## src/rtl/gb_pkg.sv

```systemverilog
// Shared types and constants for the gbprocessor instruction issuer.
package gb_pkg;

    typedef logic [7:0] instr_t;

    localparam instr_t PREFIX_CB = 8'hCB;

    typedef enum logic [1:0] {
        IDLE   = 2'd0,
        PREFIX = 2'd1,
        GAP    = 2'd2
    } issuer_state_t;

endpackage

```

## src/rtl/gb_instr_fifo.sv

```systemverilog
// Small synchronous byte FIFO with up to two pops per cycle and a two-entry
// peek, so the issuer can see a CB prefix and its operand together.
module gb_instr_fifo
    import gb_pkg::*;
#(
    parameter  int DEPTH = 8,
    localparam int AW    = $clog2(DEPTH),
    localparam int LW    = AW + 1
) (
    input  logic          clock,
    input  logic          reset,
    input  logic          clear,
    input  logic          push,
    input  instr_t        din,
    input  logic [1:0]    pop_cnt,
    output instr_t        head,
    output instr_t        next,
    output logic [LW-1:0] level
);

    instr_t        mem [DEPTH];
    logic [AW-1:0] rd_ptr_r;
    logic [AW-1:0] wr_ptr_r;
    logic [LW-1:0] level_r;

    // Storage array; contents need no reset because level gates every read.
    always_ff @(posedge clock) begin
        if (push && !clear) begin
            mem[wr_ptr_r] <= din;
        end
    end

    // Pointers wrap naturally at DEPTH; the level counter separates full from empty.
    always_ff @(posedge clock or negedge reset) begin
        if (!reset) begin
            rd_ptr_r <= '0;
            wr_ptr_r <= '0;
            level_r  <= '0;
        end else if (clear) begin
            rd_ptr_r <= '0;
            wr_ptr_r <= '0;
            level_r  <= '0;
        end else begin
            rd_ptr_r <= rd_ptr_r + AW'(pop_cnt);
            wr_ptr_r <= wr_ptr_r + AW'(push);
            level_r  <= level_r + LW'(push) - LW'(pop_cnt);
        end
    end

    assign head  = mem[rd_ptr_r];
    assign next  = mem[rd_ptr_r + AW'(1)];
    assign level = level_r;

endmodule

```

## src/rtl/gb_instr_issuer.sv

```systemverilog
// Feeds buffered instruction bytes to gbprocessor as one-cycle valid pulses,
// keeping CB-prefixed opcodes atomic and pacing issues with an optional gap.
module gb_instr_issuer
    import gb_pkg::*;
#(
    parameter int DEPTH      = 8,
    parameter int GAP_CYCLES = 0,
    parameter int CNT_W      = 16
) (
    input  logic                     clock,
    input  logic                     reset,
    input  logic [7:0]               in_instr,
    input  logic                     in_valid,
    output logic                     in_ready,
    input  logic                     hold,
    input  logic                     flush,
    output logic [7:0]               instruction,
    output logic                     valid,
    output logic [CNT_W-1:0]         issued_count,
    output logic [$clog2(DEPTH):0]   fifo_level
);

    localparam int              LW      = $clog2(DEPTH) + 1;
    localparam logic [LW-1:0]   DEPTH_L = LW'(DEPTH);
    localparam logic [3:0]      GAP_L   = 4'(GAP_CYCLES);

    issuer_state_t    state_r;
    instr_t           instruction_r;
    instr_t           operand_r;
    logic             valid_r;
    logic [3:0]       gap_cnt_r;
    logic [CNT_W-1:0] count_r;

    instr_t           head_s;
    instr_t           next_s;
    logic [LW-1:0]    level_s;
    logic             push_s;
    logic             head_is_cb_s;
    logic             start_s;
    logic [1:0]       pop_cnt_s;

    gb_instr_fifo #(.DEPTH(DEPTH)) u_fifo (
        .clock   (clock),
        .reset   (reset),
        .clear   (flush),
        .push    (push_s),
        .din     (in_instr),
        .pop_cnt (pop_cnt_s),
        .head    (head_s),
        .next    (next_s),
        .level   (level_s)
    );

    assign in_ready     = reset && (level_s < DEPTH_L) && !flush;
    assign push_s       = in_valid && in_ready;
    assign head_is_cb_s = (head_s == PREFIX_CB);

    // A CB prefix only starts once its operand is already buffered behind it.
    assign start_s = (state_r == IDLE) && (level_s != '0) && !hold && !flush &&
                     (gap_cnt_r == 4'd0) && (!head_is_cb_s || (level_s >= LW'(2)));

    // Pop one byte for a plain opcode, both bytes of a CB pair at once.
    always_comb begin
        pop_cnt_s = 2'd0;
        if (start_s) begin
            pop_cnt_s = head_is_cb_s ? 2'd2 : 2'd1;
        end else begin
            pop_cnt_s = 2'd0;
        end
    end

    // Issue FSM; PREFIX always completes the pair regardless of hold or flush.
    always_ff @(posedge clock or negedge reset) begin
        if (!reset) begin
            state_r       <= IDLE;
            instruction_r <= 8'h00;
            operand_r     <= 8'h00;
            valid_r       <= 1'b0;
            gap_cnt_r     <= 4'd0;
            count_r       <= '0;
        end else begin
            case (state_r)
                IDLE: begin
                    if (start_s) begin
                        instruction_r <= head_s;
                        valid_r       <= 1'b1;
                        count_r       <= count_r + CNT_W'(1);
                        if (head_is_cb_s) begin
                            operand_r <= next_s;
                            state_r   <= PREFIX;
                        end else begin
                            gap_cnt_r <= GAP_L;
                            state_r   <= (GAP_L != 4'd0) ? GAP : IDLE;
                        end
                    end else begin
                        valid_r   <= 1'b0;
                        gap_cnt_r <= 4'd0;
                    end
                end
                PREFIX: begin
                    instruction_r <= operand_r;
                    valid_r       <= 1'b1;
                    count_r       <= count_r + CNT_W'(1);
                    gap_cnt_r     <= GAP_L;
                    state_r       <= (GAP_L != 4'd0) ? GAP : IDLE;
                end
                GAP: begin
                    valid_r <= 1'b0;
                    if (flush || (gap_cnt_r <= 4'd1)) begin
                        gap_cnt_r <= 4'd0;
                        state_r   <= IDLE;
                    end else begin
                        gap_cnt_r <= gap_cnt_r - 4'd1;
                    end
                end
                default: begin
                    valid_r   <= 1'b0;
                    gap_cnt_r <= 4'd0;
                    state_r   <= IDLE;
                end
            endcase
        end
    end

    assign instruction  = instruction_r;
    assign valid        = valid_r;
    assign issued_count = count_r;
    assign fifo_level   = level_s;

endmodule

```

## config.mk

```make
export PLATFORM = sky130hd
export DESIGN_NAME = gb_instr_issuer
export DESIGN_NICKNAME = d
export VERILOG_FILES = /design/src/rtl/gb_pkg.sv /design/src/rtl/gb_instr_fifo.sv /design/src/rtl/gb_instr_issuer.sv
export SDC_FILE = /design/constraint.sdc
export NUM_CORES = 1
export LEC_CHECK = 0
export CAP_MARGIN = 20
export CORE_MARGIN = 2
export CORE_UTILIZATION = 38
export DETAILED_ROUTE_END_ITERATION = 12
export GPL_ROUTABILITY_DRIVEN = 0
export GPL_TIMING_DRIVEN = 0
export PLACE_DENSITY_LB_ADDON = 0.1
export SYNTH_ARGS = -nofsm -noshare
export SYNTH_HDL_FRONTEND = slang
export SYNTH_SLANG_ARGS = --single-unit
```

## constraint.sdc

```tcl
create_clock -name clock -period 7 [get_ports clock]
set_input_delay 1.4 -clock clock [delete_from_list [all_inputs] [get_ports clock]]
set_output_delay 1.4 -clock clock [all_outputs]
set_load 0.01 [all_outputs]
```

==> qor_table.md, run 1 <==
| Step | Metric | Value |
| --- | --- | --- |
| worst setup path | Endpoint of the worst register-to-register path | u_fifo.level[3] |
| sta | Worst slew margin relative to its limit | 33.6% |
| clocking | H-tree Lvls | 3 |
| worst hold path | Worst hold path cell count | 1 |
| place | Number of cells after detailed placement | 558 |
| routing | Via-per-instance ratio | 5.15 |
| worst setup path | Worst Setup Path Type | in -> out |
| routing | Vias after detailed routing | 2954 |
| finish | Layout cell share with drive strength beyond 1 | 15.3% |
| power | Worst voltage drop across the vdd grid | 109 uV |
| worst setup path | Startpoint of the most critical register-to-register path | u_fifo.rd_ptr_r[0] |
| global routing | Total congestion overflow | 0 |
| place | Estimated wirelength of the detail-placed design | 7480 um |
| logic synthesis | Synthesized area divided by synthesized cell count | 15.2 sq um |
| sta | PnR worst setup slack | 2.92 ns |
| die | Core ar. | 13200 sq um |
| sta | Tmin final | 4.08 ns |
| finish | # fillers | 1174 |
| routing | Final wirelength | 10500 um |
| sta | Fin Setup TNS | 0 ns |
| die | Die X-Extent | 120 um |
| worst setup path | Critical path data arrival time | 2.68 ns |
| sta | Total setup violations reported at the end of the flow | 0 |
| routing | Number of nets with antenna violations after detailed routing | 0 |
| logic synthesis | Biggest area consumer among synthesized cells | edfxtp_1 |
| clocking | Clock tree buffer depth | 2 |
| logic synthesis | Post-synth top area share | 37.5% |
| logic synthesis | Syn Std Cell Area | 5130 sq um |
| sta | Final worst clock skew | 0.0106 ns |
| global routing | Largest net degree at the start of global routing | 36 |
| worst setup path | Biggest fanout along the worst timing path | 3 |
| worst setup path | Worst R2R Setup Slack | 3.07 ns |
| clocking | Hold-fix buffers, CTS | 0 |
| clocking | CTS Sinks | 108 |
| logic synthesis | Fraction of the yosys area taken by sequential cells | 59.0% |
| power | Static Leak | 2.28 nW |
| worst setup path | Worst setup EP type | primary output |
| global routing | Total track usage | 15.8% |
| clocking | Clock latency of the later-clocked register in the worst-skew pair | 0.36 ns |
| place | Number of input and output port buffers inserted | 42 |
| worst hold path | Path class of the lowest-slack min-delay path | reg -> reg |
| worst setup path | Crit start category | input pin |
| clocking | # Post-CTS Setup Buffers | 0 |
| global routing | First-pass GRT wire length | 16700 um |
| worst hold path | Source of the worst hold timing path | issued_count[15] |
| global routing | Number of global-route vias before repair | 2965 |
| clocking | CTS root buf | clkbuf_16 |
| worst setup path | Slowest Stage Delay on Critical Path | 0.58 ns |
| power | Power density relative to cell area | 289 nW/um^2 |
| clocking | Post-cts repair resize count | 0 |
| routing | Routed length per placed instance | 18.3 um |
| clocking | Cts bufs inserted | 9 |
| logic synthesis | Net count of the mapped netlist | 365 |
| logic synthesis | Top cells by area in the synthesized netlist | edfxtp_1 37%, dfrtp_1 21%, mux4_2 10% |
| worst hold path | Hold EP | issued_count[15] |
| clocking | Clock tree from TritonCTS | built |
| clocking | Clock edge transition at the registers on the reported setup and hold paths | 0.07 ns |
| worst setup path | Cell depth of the worst flop-to-flop path | 14 |
| die | Die Span Y | 120 um |
| die | Overall die area | 14400 sq um |
| sta | Final period utilization | 58.3% |
| finish | Antenna Cells | 0 |
| worst setup path | Max stage delay cell, worst path | clkdlybuf4s50_1 |
| finish | Area Overhead vs Synth | 19.2% |
| sta | Transition time of the tightest slew-check pin | 0.993 ns |
| global routing | Antenna violations before repair | 0 |
| place | Pre-CTS setup slack | 2.58 ns |
| routing | Detailed Routing Iterations Pass 1 | 4 |
| die | Starting density of the core | 38.9% |
| finish | Most used cells in the layout excluding fill and tap cells | 64 x edfxtp_1, 44 x dfrtp_1, 41 x clkdlybuf4s50_1 |
| sta | Number of hold violations in the final report | 0 |
| die | Standard-cell rows | 42 |
| logic synthesis | Flip-flop and latch count after synthesis | 108 |
| routing | Total DRC errors in the routed layout | 0 |
| logic synthesis | Synthesized instance count | 338 |
| logic synthesis | Yosys warns | 0 |
| sta | Unrepaired setup endpoints after global routing | no |
| sta | Final Max Tran Viols | 0 |
| worst setup path | List of cells traversed by the critical path | clkdlybuf4s50_1, nor3b_1, clkdlybuf4s50_1 |
| finish | Final std cells w/o fill | 574 |
| outcome | Result of the run | finished clean |
| worst setup path | Required time of the worst setup path | 5.60 ns |
| finish | Leading cell type in the layout, fill and taps excluded | edfxtp_1 |
| sta | Upper clock frequency limit | 245 MHz |
| worst setup path | Crit path top cell by count | clkdlybuf4s50_1 |
| finish | Net count reported at finish | 420 |
| die | I/O pin count | 43 |
| logic synthesis | Count of unique library cells instantiated by Yosys | 46 |
| flow run | Max-cap check violation count | 0 |
| routing | Iter 0 DRT Violations | 219 |
==> power breakdown <==
group | total (mW) | switching (mW) | internal [mW] | leakage (nW)
combinational | 0.463 | 0.212 | 0.251 | 0.968
sequential | 0.776 | 0.0467 | 0.730 | 1.15
clock | 0.526 | 0.242 | 0.284 | 0.153
total | 1.76 | 0.500 | 1.26 | 2.28
==> routing by layer <==
layer	track usage [%]	vias up	wire length, um
met3	2.66	11	346
met1	20.0	1504	4710
met4	6.84	0	192
met5	0	-	0
li1	-	1378	-
met2	26.6	61	5230
==> worst max path at each step <==
stage	from	to	slack, ns	cells after the start
floorplan	flush	u_fifo.level[3]	3.48	9
global placement	reset	u_fifo.mem[0][5]	1.18	5
detailed placement	flush	u_fifo.level[3]	2.58	10
CTS	flush	in_ready	2.91	3
global route	flush	u_fifo.level[3]	2.81	10
finish	flush	in_ready	2.92	3
==> stage by stage <==
step | hold WS, ns | utilization (%) | cell area [sq um] | power (mW)
final | 0.475 | 46.3 | 6110 | 1.76
after global routing | 0.495 | 46.3 | 6110 | 1.86
after CTS | 0.487 | 46.3 | 6110 | 1.79
after detailed placement | 0.471 | 44.0 | 5800 | 1.26
after global placement | 0.459 | 43.7 | 5770 | 1.26
after floorplan | 0.450 | - | 5130 | 1.07
==> sequential cells by signal, summed over array words and instances, names as in the netlist <==
register,cells
u_fifo.mem,64
issued_count,16
instruction,8
operand_r,8
u_fifo.level,4
u_fifo.rd_ptr_r,3
u_fifo.wr_ptr_r,3
state_r,1
valid,1
==> cell type report <==
type / instances / area (sq um) / area share (%)
sequential: 108 / 3020 / 49.5
multi-input combinational: 202 / 1950 / 31.9
timing repair buffer: 44 / 447 / 7.31
clock buffer: 9 / 225 / 3.69
tap: 176 / 220 / 3.60
buffer: 15 / 119 / 1.95
clock inverter: 7 / 81.3 / 1.33
inverter: 13 / 48.8 / 0.799
==> worst max-delay path, delay by kind of cell <==
family                 cells  cell delay (ns)
buffers and inverters      2             1.02
AND/OR/NAND/NOR            1             0.26
==> cell families after synthesis <==
group / share of synthesized area [%]
AND/OR/NAND/NOR: 9.49
AO/OA/AOI/OAI: 3.20
XOR/XNOR: 3.42
adder cells (fa/ha/maj): 3.71
multiplexers: 18.0
flip-flops: 59.0
buffers and inverters: 3.27
==> cell usage after synthesis, drive strengths merged <==
master    n
and2b     1
nand3     4
nand4     2
o211ai    1
nor3      7
a21o      1
xnor2     5
nand2    24
nor4      5
clkinv    1
or3b      1
buf      10
nor2b    10
a22oi     2
o21ai    13
a22o      1
fa        2
and3      1
nor2     18
o2bb2ai   1
inv      12
nor3b     5
clkbuf    5
mux2      4
mux4     29
ha       12
mux2i    20
a21oi     5
o31ai     1
or4       2
nor4b     2
xor2     15
edfxtp   64
and2      2
dfrtp    44
a211oi    1
nand2b    5
(Power assumes the default switching activity.)
==> run 2, diff against run 1 <==
==> constraint.sdc (replaced) <==
create_clock -name clock -period 3.44 [get_ports clock]
set_input_delay 0.688 -clock clock [delete_from_list [all_inputs] [get_ports clock]]
set_output_delay 0.688 -clock clock [all_outputs]
set_load 0.01 [all_outputs]
==> run 2 against run 1 <==
Compared with the run above: hold slack worse by 0.27 ns; first-iteration DRC count down 3.7%; final cell count up 4.2%; clock power up 100%; sequential power up 100%; sequential share of layout area down 2.3 points; critical path type is now reg -> reg; critical endpoint is now u_fifo.level[3]; largest power group unchanged.
==> qor_table.md, run 2 (synthesis gave the netlist of run 1 again) <==
| Step | Metric | Value | vs previous |
| --- | --- | --- | --- |
| outcome | Result of the run | finished clean | unchanged |
| die | Die Span Y | 120 um | unchanged |
| die | Core ar. | 13200 sq um | unchanged |
| flow run | Max-cap check violation count | 0 | unchanged |
| place | Number of input and output port buffers inserted | 42 | unchanged |
| worst setup path | Biggest fanout along the worst timing path | 5 | was 3 |
| global routing | Number of global-route vias before repair | 3147 | was 2965 |
| global routing | Total congestion overflow | 0 | unchanged |
| clocking | Hold-fix buffers, CTS | 0 | unchanged |
| finish | Antenna Cells | 0 | unchanged |
| finish | Net count reported at finish | 444 | was 420 |
| finish | Largest reg by FF count | u_fifo.mem | unchanged |
| finish | Number of flip-flops under the largest register name | 64 | unchanged |
| routing | Vias after detailed routing | 3069 | was 2954 |
| routing | Final wirelength | 11200 um | was 10500 um |
| finish | Leading cell type in the layout, fill and taps excluded | edfxtp_1 | unchanged |
| finish | Area Overhead vs Synth | 25.0% | was 19.2% |
| clocking | Clock latency of the later-clocked register in the worst-skew pair | 0.36 ns | about the same |
| die | Starting density of the core | 38.9% | unchanged |
| clocking | Clock tree from TritonCTS | built | unchanged |
| finish | Layout cell share with drive strength beyond 1 | 23.9% | was 15.3% |
| routing | Via-per-instance ratio | 5.13 | was 5.15 |
| sta | Worst slew margin relative to its limit | 31.9% | was 33.6% |
| die | Standard-cell rows | 42 | unchanged |
| sta | Total setup violations reported at the end of the flow | 0 | unchanged |
| global routing | Antenna violations before repair | 0 | unchanged |
| sta | Transition time of the tightest slew-check pin | 1.02 ns | was 0.993 ns |
| global routing | Largest net degree at the start of global routing | 36 | unchanged |
| finish | Most used cells in the layout excluding fill and tap cells | 64 x edfxtp_1, 44 x dfrtp_1, 41 x clkdlybuf4s50_1 | unchanged |
| routing | Routed length per placed instance | 18.7 um | was 18.3 um |
| finish | Final core area utilization | 48.6% | was 46.3% |
| global routing | First-pass GRT wire length | 17800 um | was 16700 um |
| clocking | Clock tree buffer depth | 2 | unchanged |
| power | Post-layout power | 3.71 mW | was 1.76 mW |
| worst setup path | Worst setup EP type | flip-flop | was primary output |
| die | Die X-Extent | 120 um | unchanged |
| clocking | H-tree Lvls | 3 | unchanged |
| sta | Upper clock frequency limit | 292 MHz |  |
| worst setup path | Critical path data arrival time | 3.65 ns | was 2.68 ns |
| worst setup path | Crit start category | flip-flop | was input pin |
| worst setup path | Worst Setup Path Type | reg -> reg | was in -> out |
| sta | PnR worst setup slack | 0.0157 ns | was 2.92 ns |
| routing | Total DRC errors in the routed layout | 0 | unchanged |
| routing | Detailed Routing Iterations Pass 1 | 4 | unchanged |
| clocking | Clock edge transition at the registers on the reported setup and hold paths | 0.07 ns | about the same |
| sta | Final Max Tran Viols | 0 | unchanged |
| power | Worst voltage drop across the vdd grid | 212 uV | was 109 uV |
| sta | Final worst clock skew | 0.00802 ns | was 0.0106 ns |
| worst hold path | Path class of the lowest-slack min-delay path | in -> async | was reg -> reg |
| routing | Iter 0 DRT Violations | 211 | was 219 |
| place | Pre-CTS setup slack | -0.497 ns | was 2.58 ns |
| sta | Tmin final | 3.42 ns |  |
| sta | Unrepaired setup endpoints after global routing | yes | was no |
| global routing | Total track usage | 16.9% | was 15.8% |
| die | I/O pin count | 43 | unchanged |
| sta | Number of hold violations in the final report | 0 | unchanged |
| clocking | CTS Sinks | 108 | unchanged |
| finish | # fillers | 1143 | was 1174 |
| power | Static Leak | 2.39 nW | was 2.28 nW |
| clocking | CTS root buf | clkbuf_16 | unchanged |
| sta | Fin Setup TNS | 0 ns | unchanged |
| sta | Final period utilization | 99.5% |  |
| power | Power density relative to cell area | 579 nW/um^2 | was 289 nW/um^2 |
| die | Overall die area | 14400 sq um | unchanged |
| routing | Number of nets with antenna violations after detailed routing | 0 | unchanged |
| place | Estimated wirelength of the detail-placed design | 7480 um | unchanged |
| clocking | Cts bufs inserted | 9 | unchanged |
| worst setup path | Required time of the worst setup path | 3.66 ns | was 5.60 ns |
-- run 2: critical path: stages, from the launching register on --
cell and delay [ns]:
dfrtp_1 0.39, buf_6 0.14, buf_12 0.12, mux4_2 0.52, mux2i_4 0.20, nand3_2 0.12, nor4_4 0.35, buf_4 0.18
nand3_4 0.11, buf_8 0.19, ha_4 0.29, ha_4 0.20, a21o_1 0.16, a21oi_2 0.12, xnor2_1 0.13, nor2_1 0.06
-- run 2: repair_timing --
item                                    CTS  global route
endpoints found under the setup margin    3             6
gates cloned                              2             0
buffers inserted                         18             3
resized for setup                        24             4
pin swaps                                 7             1
-- run 2: per-stage QoR --
step	cells	hold WS, ns	cell area, sq um
2_1_floorplan	338	0.392	5130
3_3_place_gp	556	0.459	5770
3_5_place_dp	558	0.471	5800
4_1_cts	594	0.194	6370
5_1_grt	598	0.207	6410
6_report	598	0.203	6410
-- run 2: report_power, final --
part	internal, mW	switching, mW	leakage (nW)
combinational	0.588	0.472	1.09
clock	0.578	0.493	0.153
sequential	1.48	0.0972	1.15
total	2.65	1.06	2.39
-- run 2: layout make-up --
type,count,area [sq um],share of cell area (%)
flip-flops and latches,108,3020,47.2
multi-input cells,203,2030,31.6
repair buffers,67,653,10.2
inverters,13,50.0,0.781
plain buffers,15,133,2.07
clock buffers,9,225,3.51
well taps,176,220,3.43
clock inverters,7,81.3,1.27
-- run 2: final timing paths --
check,from,endpoint,slack (ns),cells past startpoint
max in group asynchronous,reset,issued_count[0],2.76,2
worst max-delay path,u_fifo.rd_ptr_r[0],u_fifo.level[3],0.02,15
worst min-delay path,reset,u_fifo.level[3],0.20,1
worst max register to register,u_fifo.rd_ptr_r[0],u_fifo.level[3],0.02,15
min in group clock,issued_count[15],issued_count[15],0.48,1
worst min register to register,issued_count[15],issued_count[15],0.48,1
-- run 2: routing by layer --
| metal | track usage, % | share of wire, % | up-vias |
|---|---|---|---|
| li1 | - | - | 1428 |
| met1 | 20.7 | 42 | 1549 |
| met2 | 29.5 | 51 | 76 |
| met3 | 2.76 | 4.5 | 16 |
| met4 | 7.65 | 2.4 | 0 |
| met5 | 0 | 0 | - |
==> run 3, diff against run 2 <==
--- a/config.mk
+++ b/config.mk
@@ -9,7 +9,6 @@
 export CORE_MARGIN = 2
 export CORE_UTILIZATION = 38
 export DETAILED_ROUTE_END_ITERATION = 12
-export GPL_ROUTABILITY_DRIVEN = 0
 export GPL_TIMING_DRIVEN = 0
 export PLACE_DENSITY_LB_ADDON = 0.1
 export SYNTH_ARGS = -nofsm -noshare
==> results of run 3 <==
No change in the layout: final DEF, timing and power equal those of run 2.
